File: config.mk
export PLATFORM = sky130hd
export DESIGN_NAME = inst_fetch_buffer
export DESIGN_NICKNAME = d
export VERILOG_FILES = /design/src/rtl/inst_fetch_buffer.sv
export SDC_FILE = /design/constraint.sdc
export NUM_CORES = 1
export LEC_CHECK = 0
export ABC_AREA = 0
export CAP_MARGIN = 20
export CORE_MARGIN = 8
export CORE_UTILIZATION = 35
export DETAILED_ROUTE_END_ITERATION = 8
export GPL_TIMING_DRIVEN = 0
export PLACE_DENSITY = 0.58
export SYNTH_ARGS = -nofsm -noshare
export SYNTH_HDL_FRONTEND = slang
export SYNTH_SLANG_ARGS = --single-unit
export TNS_END_PERCENT = 30
File: constraint.sdc
create_clock -name clk -period 3.6 [get_ports clk]
set_clock_uncertainty 0.2 [all_clocks]
set_input_delay 0.9 -clock clk [delete_from_list [all_inputs] [get_ports clk]]
set_output_delay 0.9 -clock clk [all_outputs]
set_load 0.01 [all_outputs]
File: src/rtl/inst_fetch_buffer.sv
// Fetch front end: drives ROM address, queues returned words with their PC,
// and hands the queue head to decode under a valid/ready handshake.
module inst_fetch_buffer #(
  parameter int unsigned ADDR_W   = 32,
  parameter int unsigned INST_W   = 32,
  parameter int unsigned DEPTH    = 4,
  parameter logic [ADDR_W-1:0] RESET_PC = '0
) (
  input  logic                       clk,
  input  logic                       rst,
  output logic                       rom_ce_o,
  output logic [ADDR_W-1:0]          rom_addr_o,
  input  logic [INST_W-1:0]          rom_data_i,
  output logic                       inst_valid_o,
  output logic [INST_W-1:0]          inst_o,
  output logic [ADDR_W-1:0]          pc_o,
  input  logic                       id_ready_i,
  input  logic                       flush_i,
  input  logic [ADDR_W-1:0]          flush_pc_i,
  output logic [$clog2(DEPTH):0]     count_o
);

  localparam int unsigned PW = $clog2(DEPTH);
  localparam int unsigned CW = PW + 1;
  localparam logic [CW-1:0] FULL = CW'(DEPTH);

  logic [ADDR_W-1:0] fetch_pc_q, fetch_pc_d;
  logic              ce_q, ce_d;
  logic [PW-1:0]     rptr_q, rptr_d;
  logic [PW-1:0]     wptr_q, wptr_d;
  logic [CW-1:0]     count_q, count_d;

  logic [ADDR_W-1:0] pc_mem_q   [DEPTH];
  logic [ADDR_W-1:0] pc_mem_d   [DEPTH];
  logic [INST_W-1:0] inst_mem_q [DEPTH];
  logic [INST_W-1:0] inst_mem_d [DEPTH];

  logic pop;
  logic push;
  logic not_full;

  assign rom_ce_o     = ce_q;
  assign rom_addr_o   = fetch_pc_q;
  assign count_o      = count_q;
  assign inst_valid_o = (count_q != '0);
  assign inst_o       = inst_valid_o ? inst_mem_q[rptr_q] : '0;
  assign pc_o         = inst_valid_o ? pc_mem_q[rptr_q] : '0;

  // Handshake decode: a full queue may still accept when the head leaves.
  always_comb begin
    pop      = inst_valid_o & id_ready_i;
    not_full = (count_q < FULL);
    push     = ce_q & ~flush_i & (not_full | pop);
  end

  // Next-state: redirect wipes the queue and reloads the word-aligned PC.
  always_comb begin
    fetch_pc_d = fetch_pc_q;
    ce_d       = 1'b1;
    rptr_d     = rptr_q;
    wptr_d     = wptr_q;
    count_d    = count_q;
    if (flush_i) begin
      rptr_d     = '0;
      wptr_d     = '0;
      count_d    = '0;
      fetch_pc_d = flush_pc_i & ~ADDR_W'(3);
    end else begin
      if (push) begin
        wptr_d     = wptr_q + PW'(1);
        fetch_pc_d = fetch_pc_q + ADDR_W'(4);
      end
      if (pop) begin
        rptr_d = rptr_q + PW'(1);
      end
      count_d = count_q + CW'(push) - CW'(pop);
    end
  end

  // Storage next-state: write the fetched word and its PC at the tail.
  always_comb begin
    pc_mem_d   = pc_mem_q;
    inst_mem_d = inst_mem_q;
    if (push) begin
      pc_mem_d[wptr_q]   = fetch_pc_q;
      inst_mem_d[wptr_q] = rom_data_i;
    end
  end

  // Control registers with synchronous reset.
  always_ff @(posedge clk) begin
    if (rst) begin
      fetch_pc_q <= RESET_PC;
      ce_q       <= 1'b0;
      rptr_q     <= '0;
      wptr_q     <= '0;
      count_q    <= '0;
    end else begin
      fetch_pc_q <= fetch_pc_d;
      ce_q       <= ce_d;
      rptr_q     <= rptr_d;
      wptr_q     <= wptr_d;
      count_q    <= count_d;
    end
  end

  // Queue storage; contents are masked by the occupancy count.
  always_ff @(posedge clk) begin
    pc_mem_q   <= pc_mem_d;
    inst_mem_q <= inst_mem_d;
  end

endmodule
Yosys cells after proc, flatten, opt, wreduce, memory -nomap -nowiden. Index checks and enable logic that the tools add are counted.

Bits in registers: 296. Bits of input ports: 68. Output and inout bits: 101. Logic and storage cells: 49.

Add/sub/neg operators: 5. $lt $le $gt $ge: 4. Muxes and demuxes: 15. Bitwise logic cells: 7. Reduce and logical (&&, ||, !) cells: 4.

Operators by type and width (count): $mux 32 (9); $bwmux 128 (2); $bmux 32 s2 (2); $demux 32 s2 (1); $add 32x3->32 const B (1); $ge 3x3->1 const B (2); $not 2->3 (2); $add 2x1->2 const B (2); $add 3x1->3 (1); $and 1x1->1 (3); $lt 3x1->1 const B (1); $lt 3x3->1 const B (1); $reduce_bool 3->1 (1); $sub 3x1->3 (1); $reduce_bool 2->1 (1); $reduce_or 2->1 (1); $logic_and 1x1->1 (1); $mux 1 (1); $not 1->1 (1); $or 1x1->1 (1).

Longest topological paths before layout.
Word-level depth: 6. Mapped depth: 13. Gate-level depth less buffers: 12.

Least setup slack after synthesis. No wires, ideal clock.

Path type: input port to flip-flop. Start: input id_ready_i. End: register inst_mem_q[0] (netlist bit) (enable). Setup time: 0.427 ns. Data arrival time: 3.080 ns. Data required time: 2.973 ns. Slack: -0.107 ns. Stages on the path: 5. Buffers on the path: 1. Cell sequence: nand2b_1 > buf_2 > nand2_1 > nor2_1 > and2_1.

Cells in the longest elaborated chain, start to end: 3.

Ends and longest elaborated chain: from (decl) (RTL line 17) `input logic id_ready_i,`; $and 1x1->1 (RTL line 51) `pop = inst_valid_o & id_ready_i;`; $or 1x1->1 (RTL line 53) `push = ce_q & ~flush_i & (not_full | pop);`; $and 1x1->1 (RTL line 53); to (signal assigned) (RTL line 110) `inst_mem_q <= inst_mem_d;`; to (decl) (RTL line 35) `logic [INST_W-1:0] inst_mem_q [DEPTH];`.

No other way between the ends. A chain may end at the register's enable or synchronous reset.

Worst setup path after layout.
Start: register rptr_q[0]. End: output inst_o[17].

Cells in the longest elaborated chain, start to end: 5.

Ends and longest elaborated chain: from (decl) (RTL line 29) `logic [PW-1:0] rptr_q, rptr_d;`; from (signal assigned) (RTL line 101) `rptr_q <= rptr_d;`; $not 2->3 (not written as such) (RTL line 46) `assign inst_o = inst_valid_o ? inst_mem_q[rptr_q] : '0;`; $bmux 32 s2 (RTL line 46); $mux 32 (not written as such) (2 in a row) (RTL line 46); $mux 32 (RTL line 46); to (decl) (RTL line 15) `output logic [INST_W-1:0] inst_o,`.

No other way between the ends. The select of a mux whose other input is x is not followed.

==> run metrics <==
clock latency on the worst-skew pair=540 ps; RR Startpoint=count_o[2]; PwrDens=505 nW/um^2; Net Sw Power=1.62 mW; Gate Count Post-Synth=667; Post-synth ARST share=0%; flops & latches, synth=286; buffer and inverter count on the worst path=3; initial core utilization=35.6%; Worst Setup End Kind=primary output; crit-path most repeated cell=buf_12; top-count cell post-synth=edfxtp_1; final slew viol count=0; Comb pwr share=7.8%; P_leak=5.19 nW; clk slew on worst S/H paths=60 ps; top sig layer=met4; Site Rows=66; Syn Std Cell Area=11600 um^2; Final min period=3500 ps; top cells by count, synth=248 x edfxtp_1, 71 x and2_1, 62 x mux4_2; routed len/inst=21.3 um; final layout net count=947; Final Hold Fails=0; 1st-pass router iterations=4; clock share of power=43.0%; worst flop-to-flop path endpoint=count_o[2]; switch share=21.2%; total grt overflow=0; Worst Hold End=wptr_q[1]; maximum fanout along the worst path=10; GPL Wtd Cong=0.796; core box area=32600 um^2; met2 routed WL=13700 um; Iteration-0 DRC Markers=403; setup TNS=0 ps; critical path startpoint=rptr_q[0]; CP max stage delay=490 ps; YS warnings=0; Clock Tree Root=clkbuf_16; dpl hpwl=18800 um; input/output buffers=161; Seq pwr share=49.2%; global-route wire length before repair=43200 um; worst setup path class=flop to primary output; share of layout cells above drive strength 1=18.7%; H-tree depth=1; max-slew headroom at the worst pin=57.3%; ant diodes=0; status=finished clean; WHS Path Cells=2; unrepaired setup endpoints after global routing=yes; die height=198 um; Total Power=7.66 mW; hold path startpoint=wptr_q[1]; total of max-cap violations=0; Synth area leaders=edfxtp_1 64%, mux4_2 12%, dfxtp_1 6.5%, and2_1 3.8%, nor2_1 0.77%; FMAX=286 MHz; routed via count=6621; Avg Vias per Cell=4.95; all-layer global routing usage=14.4%; Num Clock Sinks=286; Data arrival, critical path=2400 ps; # setup viols final=0; filler cell count=2847; Avg Inst Size Synth=17.4 um^2; area grow syn2layout=30.7%; register area=8210 um^2; Top delay family on crit path=buffers and inverters; largest net degree at the start of global routing=47; Final period util=97.3%; sequential fraction of the synthesis area=70.6%; Req. time, crit path=2500 ps; vias in the first global route=6924; worst hold path type=flop to flop; Post-synth EDFFs=248; Worst VDD drop=0.383 mV; Post-Place Cells=1277; die area=39300 um^2; non-filler cells, final=1337; Routed met3 length=1910 um; Primary FF master, synth=edfxtp_1; Synth cell types=54; drt total wl=28500 um; area of the multi-input gates=3190 um^2; TritonCTS clock tree=built; leading area contributor after synthesis=edfxtp_1; worst-margin pin slew=641 ps; flop2flop setup slack=800 ps; P_int=6.04 mW; final routed DRC violation total=0; r2r worst-path depth=13; IO Pins=169; Met1 Wirelength=12400 um; clock buffer depth=3; Die X=198 um; Synth top area share=64.1%; Worst Setup Start Kind=flop; Detail Route Antenna Nets=0; slowest CP cell=mux4_2; final core occ=46.6%; worst hold slack=317 ps; total CTS buffers=31; worst-path cell chain=buf_12 -> buf_12 -> mux4_2 -> and2_1 -> clkdlybuf4s50_1; initial antenna violation count=0
## tightest hold or removal path, cell delays in order, from the launching register on
cell,delay [ps]
dfxtp_1,350
nand2_1,70
a21oi_1,60
## power groups by stage
stage	clock network, mW	logic (mW)	registers [mW]
after floorplan	0	0.250	3.82
after global placement	0	0.594	3.84
after detailed placement	0	0.603	3.84
after CTS	3.39	0.612	3.77
after global routing	3.51	0.648	3.78
final	3.30	0.597	3.77
## routing by layer
layer | GRT usage [%] | vias up
met1 | 19.2 | 3337
met5 | 0 | -
met4 | 3.57 | 0
li1 | - | 3051
met3 | 3.02 | 34
met2 | 23.6 | 199
## cell usage in the layout (no fill, tap or decap), drive strengths merged, types with 15 or more instances in the layout
cell / netlist / routed
nor2: 24 / 24
buf: 20 / 28
clkbuf: 22 / 59
mux4: 62 / 62
dfxtp: 38 / 38
and2: 71 / 71
nand2: 15 / 15
clkdlybuf4s50: 0 / 137
nand3: 15 / 15
edfxtp: 248 / 248
## worst max-delay path by stage
stage               slack [ps]        endpoint  cells after the start
floorplan                 -110  inst_mem_q[64]                      5
global placement         -2260  inst_mem_q[68]                      6
detailed placement        -590      count_o[2]                     14
CTS                        -20         pc_o[6]                      5
global route              -0.2        pc_o[26]                      5
finish                     100      inst_o[17]                      5
## kinds of logic after synthesis
group | count (synthesis) | synth area share [%]
simple gates | 185 | 9.72
mux | 62 | 12.0
fa+ha+maj | 8 | 0.925
buf+inv | 56 | 2.21
other cells | 1 | 0.0323
compound gates | 56 | 3.53
flops | 286 | 70.6
xor+xnor | 13 | 0.979
## per-stage QoR
stage | setup WS [ps] | instance area [um^2]
3_5_place_dp | -593 | 13900
4_1_cts | -19.9 | 15100
3_3_place_gp | -2260 | 13800
2_1_floorplan | -106 | 11600
6_report | 98.2 | 15200
5_1_grt | -0.215 | 15200
## state kept, by name, summed over array words and instances (netlist names)
name        flops
rom_ce_o        1
wptr_q          2
rom_addr_o     30
count_o         3
rptr_q          2
pc_mem_q      120
inst_mem_q    128
## timing repair
item	CTS	global route
cloned	0	0
resized for setup	55	26
buffers inserted	0	4
hold buffers	0	0
endpoints found under the setup margin	63	47
## layout make-up
type                    count  area share (%)
multi-input cells         328            21.0
well taps                 442            3.64
clock buffers              38            5.35
repair buffers            169            11.7
plain buffers              41            2.29
inverters                  14           0.346
flip-flops and latches    286            54.0
clock inverters            19            1.67
(Power assumes the default switching activity.)
